`src/rtl/qsfp_bw_check_if.sv`:
```
// AXI-Stream style beat interface for the QSFP bandwidth checker.
// The master drives data/valid/last; the slave (checker) drives ready.
interface qsfp_bw_check_if;
    logic [255:0] IN_AXIS_TDATA;
    logic         IN_AXIS_TVALID;
    logic         IN_AXIS_TLAST;
    logic         IN_AXIS_TREADY;

    modport master (output IN_AXIS_TDATA, output IN_AXIS_TVALID, output IN_AXIS_TLAST,
                    input  IN_AXIS_TREADY);
    modport slave  (input  IN_AXIS_TDATA, input  IN_AXIS_TVALID, input  IN_AXIS_TLAST,
                    output IN_AXIS_TREADY);
endinterface

```
`src/rtl/qsfp_bw_check.sv`:
```
// Receive-side QSFP bandwidth/integrity checker: times blocks of BLOCK_BEATS beats and checks
// the sender count pattern. Define QSFP_BW_THROTTLE_EN for LFSR-driven pseudo-random backpressure.
module qsfp_bw_check #(
    parameter logic [31:0] BLOCK_BEATS = 32'h0200_0000
) (
    input  logic                  clock,
    input  logic                  reset,
    qsfp_bw_check_if.slave        in_axis,
    output logic [63:0]           rcv_time,
    output logic [31:0]           block_count,
    output logic [31:0]           error_count,
    output logic [31:0]           tlast_count,
    output logic                  busy,
    output logic                  done
);
    localparam logic [0:0] ST_IDLE = 1'b0;
    localparam logic [0:0] ST_RUN  = 1'b1;

    logic [0:0]  state_q;
    logic [63:0] cycle_q;
    logic [63:0] start_q;
    logic [63:0] prev_q;
    logic        have_prev_q;
    logic [31:0] beat_cnt_q;
    logic [63:0] rcv_time_q;
    logic [31:0] block_cnt_q;
    logic [31:0] err_cnt_q;
    logic [31:0] err_cnt_d;
    logic [31:0] tlast_cnt_q;
    logic        busy_q;
    logic        done_q;
    logic        tready_q;

    logic        accept;
    logic        pattern_err;

    assign accept      = in_axis.IN_AXIS_TVALID && tready_q;
    // Upper lanes must be zero and the count must strictly increase, across block boundaries.
    assign pattern_err = (|in_axis.IN_AXIS_TDATA[255:64]) ||
                         (have_prev_q && (in_axis.IN_AXIS_TDATA[63:0] <= prev_q));

    always_comb begin
        err_cnt_d = err_cnt_q;
        if (accept && pattern_err && (err_cnt_q != 32'hFFFF_FFFF)) begin
            err_cnt_d = err_cnt_q + 32'd1;
        end
    end

`ifdef QSFP_BW_THROTTLE_EN
    logic [15:0] lfsr_q;
    logic        lfsr_fb;

    assign lfsr_fb = lfsr_q[15] ^ lfsr_q[13] ^ lfsr_q[12] ^ lfsr_q[10];

    always_ff @(posedge clock) begin
        if (reset) begin
            lfsr_q   <= 16'hACE1;
            tready_q <= 1'b0;
        end else begin
            lfsr_q   <= {lfsr_q[14:0], lfsr_fb};
            tready_q <= (lfsr_q[1:0] != 2'b00);
        end
    end
`else
    always_ff @(posedge clock) begin
        if (reset) begin
            tready_q <= 1'b0;
        end else begin
            tready_q <= 1'b1;
        end
    end
`endif

    always_ff @(posedge clock) begin
        if (reset) begin
            cycle_q     <= 64'd0;
            prev_q      <= 64'd0;
            have_prev_q <= 1'b0;
            err_cnt_q   <= 32'd0;
            tlast_cnt_q <= 32'd0;
        end else begin
            cycle_q   <= cycle_q + 64'd1;
            err_cnt_q <= err_cnt_d;
            if (accept) begin
                prev_q      <= in_axis.IN_AXIS_TDATA[63:0];
                have_prev_q <= 1'b1;
                if (in_axis.IN_AXIS_TLAST) begin
                    tlast_cnt_q <= tlast_cnt_q + 32'd1;
                end
            end
        end
    end

    always_ff @(posedge clock) begin
        if (reset) begin
            state_q     <= ST_IDLE;
            start_q     <= 64'd0;
            beat_cnt_q  <= 32'd0;
            rcv_time_q  <= 64'd0;
            block_cnt_q <= 32'd0;
            busy_q      <= 1'b0;
            done_q      <= 1'b0;
        end else begin
            done_q <= 1'b0;
            case (state_q)
                ST_IDLE: begin
                    if (accept) begin
                        start_q    <= cycle_q;
                        beat_cnt_q <= 32'd1;
                        busy_q     <= 1'b1;
                        state_q    <= ST_RUN;
                    end
                end
                ST_RUN: begin
                    if (accept) begin
                        beat_cnt_q <= beat_cnt_q + 32'd1;
                        // beat_cnt_q counts beats already taken, so this beat closes the block.
                        if (beat_cnt_q == BLOCK_BEATS - 32'd1) begin
                            rcv_time_q  <= cycle_q - start_q;
                            block_cnt_q <= block_cnt_q + 32'd1;
                            done_q      <= 1'b1;
                            busy_q      <= 1'b0;
                            state_q     <= ST_IDLE;
                        end
                    end
                end
                default: state_q <= ST_IDLE;
            endcase
        end
    end

    assign in_axis.IN_AXIS_TREADY = tready_q;
    assign rcv_time    = rcv_time_q;
    assign block_count = block_cnt_q;
    assign error_count = err_cnt_q;
    assign tlast_count = tlast_cnt_q;
    assign busy        = busy_q;
    assign done        = done_q;
endmodule

```
`src/flat_wrapper.sv`:
```
// flat-port wrapper written by rule: the top's interface ports become plain ports
module qsfp_bw_check_flat 
#(
    parameter logic [31:0] BLOCK_BEATS = 32'h0200_0000
)
  (clock, reset, rcv_time, block_count, error_count, tlast_count, busy, done, in_axis_IN_AXIS_TDATA, in_axis_IN_AXIS_TVALID, in_axis_IN_AXIS_TLAST, in_axis_IN_AXIS_TREADY);
  qsfp_bw_check_if in_axis_i ();
  input  logic clock;
  input  logic reset;
  output logic [63:0] rcv_time;
  output logic [31:0] block_count;
  output logic [31:0] error_count;
  output logic [31:0] tlast_count;
  output logic busy;
  output logic done;
  input wire logic [$bits(in_axis_i.IN_AXIS_TDATA)-1:0] in_axis_IN_AXIS_TDATA;
  input wire logic [$bits(in_axis_i.IN_AXIS_TVALID)-1:0] in_axis_IN_AXIS_TVALID;
  input wire logic [$bits(in_axis_i.IN_AXIS_TLAST)-1:0] in_axis_IN_AXIS_TLAST;
  output wire logic [$bits(in_axis_i.IN_AXIS_TREADY)-1:0] in_axis_IN_AXIS_TREADY;
  assign in_axis_i.IN_AXIS_TDATA = in_axis_IN_AXIS_TDATA;
  assign in_axis_i.IN_AXIS_TVALID = in_axis_IN_AXIS_TVALID;
  assign in_axis_i.IN_AXIS_TLAST = in_axis_IN_AXIS_TLAST;
  assign in_axis_IN_AXIS_TREADY = in_axis_i.IN_AXIS_TREADY;
  qsfp_bw_check #(.BLOCK_BEATS(BLOCK_BEATS)) u_core (.clock(clock), .reset(reset), .in_axis(in_axis_i), .rcv_time(rcv_time), .block_count(block_count), .error_count(error_count), .tlast_count(tlast_count), .busy(busy), .done(done));
endmodule
```
`config.mk`:
```
export PLATFORM = sky130hd
export DESIGN_NAME = qsfp_bw_check_flat
export DESIGN_NICKNAME = d
export VERILOG_FILES = /design/src/rtl/qsfp_bw_check_if.sv /design/src/rtl/qsfp_bw_check.sv /design/src/flat_wrapper.sv
export SDC_FILE = /design/constraint.sdc
export NUM_CORES = 1
export LEC_CHECK = 0
export ABC_AREA = 1
export CAP_MARGIN = 30
export CELL_PAD_IN_SITES_DETAIL_PLACEMENT = 0
export CELL_PAD_IN_SITES_GLOBAL_PLACEMENT = 1
export CORE_MARGIN = 10
export CORE_UTILIZATION = 29
export DETAILED_ROUTE_END_ITERATION = 6
export HOLD_SLACK_MARGIN = 0.1
export MAX_ROUTING_LAYER = met4
export PLACE_DENSITY = 0.76
export SYNTH_ARGS = -nofsm -noshare
export SYNTH_HDL_FRONTEND = slang
export SYNTH_SLANG_ARGS = --single-unit
```
`constraint.sdc`:
```
create_clock -name clock -period 3.26 [get_ports clock]
set_input_delay 0.815 -clock clock [delete_from_list [all_inputs] [get_ports clock]]
set_output_delay 0.815 -clock clock [all_outputs]
set_load 0.01 [all_outputs]
```
# Yosys cells after proc, flatten, opt, wreduce, memory -nomap -nowiden
# Cells that the tools add are included.
# W data, S select, Z words.
# totals
ff_bits	389
inputBits	260
out_inout_bits	163
# op_classes
add_sub_neg	6
magnitude_cmp	1
eq_ne	5
mux	13
n_bitwise	2
reduce_logical	12
# op_table
op	n
$reduce_or A192 Y1	1
$add A32 B1 Y32 const B	4
$add A64 B1 Y64 const B	1
$le A64 B64 Y1	1
$mux W32	2
$pmux W32 S2	1
$sub A64 B64 Y64	1
$eq A32 B25 Y1 const B	1
$ne A32 B32 Y1 const B	1
$mux W1	8
$reduce_and A2 Y1	3
$reduce_and A3 Y1	2
$logic_and A1 B1 Y1	4
$ne A2 B2 Y1 const B	2
$pmux W1 S2	2
$reduce_or A3 Y1	1
$ne A2 B1 Y1 const B	1
$not A1 Y1	2
$logic_or A1 B1 Y1	1

# Logic depth before layout (Yosys ltp)
# depth
depth_word	5
depth_mapped	23
depth_no_buf	22

# Worst setup path after synthesis
# OpenSTA, ideal clock, no wires.
# synth_path
kind	input-to-reg
from	in in_axis_IN_AXIS_TDATA[43]
to	reg u_core.err_cnt_q[30] (netlist: u_core.error_count[30])
setup_ns	0.128
arrival_ns	2.517
required_time_ns	3.132
setup_slack_ns	0.616
cell_stages	16
n_path_buf	2
cell_sequence	ha_1 -> nand2_1 -> inv_1 -> nand3_1 -> nor2_1 -> nand3b_1 -> nor3b_1 -> nand4_1 -> nand2_1 -> nand2_1 -> nand2_1 -> buf_2 -> buf_2 -> nand4_1 -> nand2_1 -> nor2_1
# synth_via
elab_chain_cells	5
# synth_lines
element	line	rtl
start, declared	flat_wrapper.sv:16	input wire logic [$bits(in_axis_i.IN_AXIS_TDATA)-1:0] in_axis_IN_AXIS_TDATA;
$le A64 B64 Y1	qsfp_bw_check.sv:40	(have_prev_q && (in_axis.IN_AXIS_TDATA[63:0] <= prev_q));
$logic_and A1 B1 Y1	qsfp_bw_check.sv:40	
$logic_or A1 B1 Y1	qsfp_bw_check.sv:39	assign pattern_err = (|in_axis.IN_AXIS_TDATA[255:64]) ||
$logic_and A1 B1 Y1 (2 in series)	qsfp_bw_check.sv:44	if (accept && pattern_err && (err_cnt_q != 32'hFFFF_FFFF)) begin
end signal, assigned	qsfp_bw_check.sv:83	err_cnt_q <= err_cnt_d;
end, declared	qsfp_bw_check.sv:27	logic [31:0] err_cnt_q;
# Every way passes these cells.
# A chain may end at the register's enable or synchronous reset.

# Final worst setup path
# layout_path
from	reg u_core.cycle_q[1]
to	reg u_core.cycle_q[62]
# layout_via
elab_chain_cells	1
# layout_lines
element	line	rtl
start, declared	qsfp_bw_check.sv:20	logic [63:0] cycle_q;
start signal, assigned	qsfp_bw_check.sv:82	cycle_q <= cycle_q + 64'd1;
$add A64 B1 Y64	qsfp_bw_check.sv:82	
# Every way passes these cells.

==> flow_metrics.tcl <==
set metrics [dict create \
    outcome "finished clean" \
    wire_per_inst_um 17.3 \
    crit_cells 14 \
    synth_edf_count 0 \
    hp-class "reg2reg" \
    syn-instance-count 3577 \
    final.fill_count 8629 \
    reg2reg_depth 14 \
    first_global_vias 23600 \
    worstPathArrival_ns 3.54 \
    clkTransAtPathRegs_ns 0.06 \
    rr_endpoint "u_core.cycle_q[62]" \
    synth_top_area_share_pct 33.3 \
    clock_skew_ns 0.0196 \
    crit_path_end "u_core.cycle_q[62]" \
    post-cts-setup-buffers 0 \
    r2r_slack_ns 0.21 \
    drv_cap 0 \
    p_per_area_nw_per_um2 396 \
    htreeDepth 2 \
    clock-root-buffer "clkbuf_16" \
    p_leak_nw 12.8 \
    post-route-drc-count 0 \
    rsz0062_at_grt "no" \
    ant_nets 0 \
    fin_nets 4422 \
    fin_total_pwr_mw 12.2 \
    overflow 0 \
    slew-limit-headroom_pct 51.9 \
    place_congestion 0.961 \
    worstPathMaxFanout 4 \
    rows 104 \
    place_ws_ns -0.207 \
    detail_route.vias_per_cell 4.78 \
    min_path_cells 2 \
    worstMarginPinSlew_ns 0.714 \
    yosys_warnings 0 \
    synthArstFlopShare_pct 0 \
    worstSetupPathType "reg2reg" \
    yosysUniqueCellTypes 47 \
    antenna_found_initial 1 \
    dp_hpwl_um 71100 \
    vias 24500 \
    critPathMaxStageDelay_ns 0.37 \
    die_h_um 304 \
    syn_to_final_growth_pct 31.9 \
    grt_usage_pct 18.9 \
    path_cells "ha_1 -> nand2_1 -> inv_1 -> nand3_1 -> nor3_1 -> inv_1 -> nor2_1 -> nand2_1 -> inv_1 -> nand2_1 -> nor2_1 -> nand3_1 -> o21ai_0 -> nor3b_1" \
    cp_num_buf_inv 3 \
    avgSynthCellArea_um2 6.54 \
    cp_top_family "simple AND/OR/NAND/NOR gates" \
    drv_slew 0 \
    hold_violations 0 \
    worstSkewPairLatency_ns 0.59 \
    fin_worst_hold_slack_ns 0.449 \
    synth_area_leader_cell "dfxtp_1" \
    setup_viol_count_final 0 \
    cts_buffers 47 \
    seq_area_frac_synth_pct 33.3 \
    clk_path_buf_depth 3 \
    layout_min_cycle_time_ns 3.05 \
    reg2reg_from "u_core.cycle_q[1]" \
    synth_area_leaders "dfxtp_1 33%, nand2_1 11%, inv_1 9.0%" \
    critPathLaunchType "flop" \
    drt_wl_total_um 88700 \
    worst_ep_required_time_ns 3.76 \
    netlist_area_um2 23400 \
    die_w_um 304 \
    port_buffers 422 \
    grt_pass1_wl_um 137000 \
    cts.sinks 389 \
    core_um2 80300 \
    dieArea_um2 92500 \
    dr.pass1.iters 6 \
    slowest_stage "dfxtp_1" \
    fin_crit_sh_pct 93.4 \
    cts_tree "yes" \
    initial_core_util_pct 29.2 \
    pin_count 423 \
    fin_ws_ns 0.214 \
    syn_nets 3970 \
    startpoint "u_core.cycle_q[1]" \
    fmax_ghz 0.328 \
    drive_above_1_share_pct 4.62 \
    postSynthRegisterBits 389 \
    peakVddDrop_mv 0.345 \
    grt_start_max_net_pins 72 \
    fin_util_pct 38.4 \
    synth_ff_type "dfxtp_1" \
    drt_iter0_drc 1675 \
    cp-end-kind "flop" \
]
==> synthesized netlist by cell type (5+ instances only) <==
master	number
xnor2_1	21
dfxtp_1	389
nor4_1	84
nand3_1	150
a211oi_1	9
and3_1	5
buf_2	10
nand2_1	689
or2_2	5
o21a_1	15
nor3b_1	19
a31oi_1	11
buf_1	5
nand4_1	89
nand3b_1	6
nor2_4	5
inv_2	5
ha_1	132
o21bai_1	13
o21ai_0	269
nand2_2	5
xor2_1	45
inv_1	561
nor3_1	112
a21o_1	14
clkbuf_1	76
o21ai_1	30
nor2_1	411
a21oi_1	359
==> worst min path at each step <==
stage,from,to,slack [ns]
after floorplan,u_core.cycle_q[0],u_core.cycle_q[0],0.42
after global placement,u_core.cycle_q[0],u_core.cycle_q[0],0.43
after detailed placement,u_core.rcv_time[35],u_core.rcv_time[35],0.44
after CTS,u_core.rcv_time[19],u_core.rcv_time[19],0.45
after global routing,u_core.prev_q[58],u_core.prev_q[58],0.47
final,u_core.rcv_time[19],u_core.rcv_time[19],0.45
==> flip-flops by register name (all words and copies together), names as in the netlist, 32 cells and up <==
signal	flops
u_core.error_count	32
u_core.cycle_q	64
u_core.tlast_count	32
u_core.prev_q	64
u_core.rcv_time	64
u_core.start_q	64
u_core.beat_cnt_q	32
u_core.block_count	32
==> worst register-to-register path, stage by stage, from the launching register on <==
cell     delay [ns]
dfxtp_1        0.37
ha_1           0.18
nand2_1        0.10
inv_1          0.09
nand3_1        0.16
nor3_1         0.36
inv_1          0.16
nor2_1         0.11
nand2_1        0.11
inv_1          0.19
nand2_1        0.14
nor2_1         0.24
nand3_1        0.30
o21ai_0        0.23
nor3b_1        0.22
==> stage by stage <==
step / cells / instance area (um2) / TNS [ns]
final: 5126 / 30900 / 0
after detailed placement: 5040 / 29200 / -4.66
after global placement: 5039 / 29200 / -6.27
after floorplan: 3577 / 23400 / 0
after global routing: 5126 / 30900 / 0
after CTS: 5125 / 30900 / 0
==> layer usage <==
metal / track usage, % / vias up / part of all wire (%)
met5: - / - / 0
met2: 29.2 / 578 / 44
li1: - / 12700 / -
met4: 4.95 / 0 / 2.4
met1: 25.4 / 11100 / 49
met3: 2.80 / 120 / 4.9
==> layout make-up <==
cell class	count	area (um2)	area share, %
diodes	1	2.50	0.00811
clock buffers	66	1360	4.40
clock inverters	19	269	0.871
inverters	568	2140	6.94
multi-input cells	2527	13100	42.5
flip-flops and latches	389	7790	25.2
well taps	1060	1330	4.30
repair buffers	496	4850	15.7
==> kinds of logic after synthesis <==
group / count (synthesis) / synth area share (%)
simple gates: 1591 / 29.8
fa+ha+maj: 133 / 7.14
compound gates: 737 / 16.6
xor+xnor: 66 / 2.47
flops: 389 / 33.3
buf+inv: 661 / 10.7
==> cell usage in the layout (no fill, tap or decap), drive strengths merged, types with 2 or more instances in the layout <==
master / count
nand2: 694
inv: 569
clkdlybuf4s50: 421
nor2: 420
dfxtp: 389
a21oi: 359
o21ai: 299
nand3: 153
ha: 132
nor3: 113
nand4: 89
nor4: 86
buf: 75
clkbuf: 66
xor2: 45
xnor2: 21
nor3b: 19
o21a: 15
a21o: 14
o21bai: 13
a31oi: 11
clkinv: 10
a211oi: 9
nand3b: 6
bufinv: 6
and3: 5
or2: 5
o211ai: 4
a21boi: 4
a22oi: 2
o31ai: 2
o211a: 2
clkinvlp: 2
==> power breakdown <==
part           total (mW)  internal, mW  switching [mW]
Sequential           4.92          4.87          0.0472
Clock                5.60          3.38            2.22
Combinational        1.71         0.702            1.01
Total                12.2          8.95            3.27
==> repair_timing <==
| item | CTS | global route |
|---|---|---|
| hold buffers | 0 | 0 |
| resized for setup | 0 | 2 |
| endpoints found under the setup margin | 0 | 2 |
Note: power is estimated with default switching activity, not from simulation.
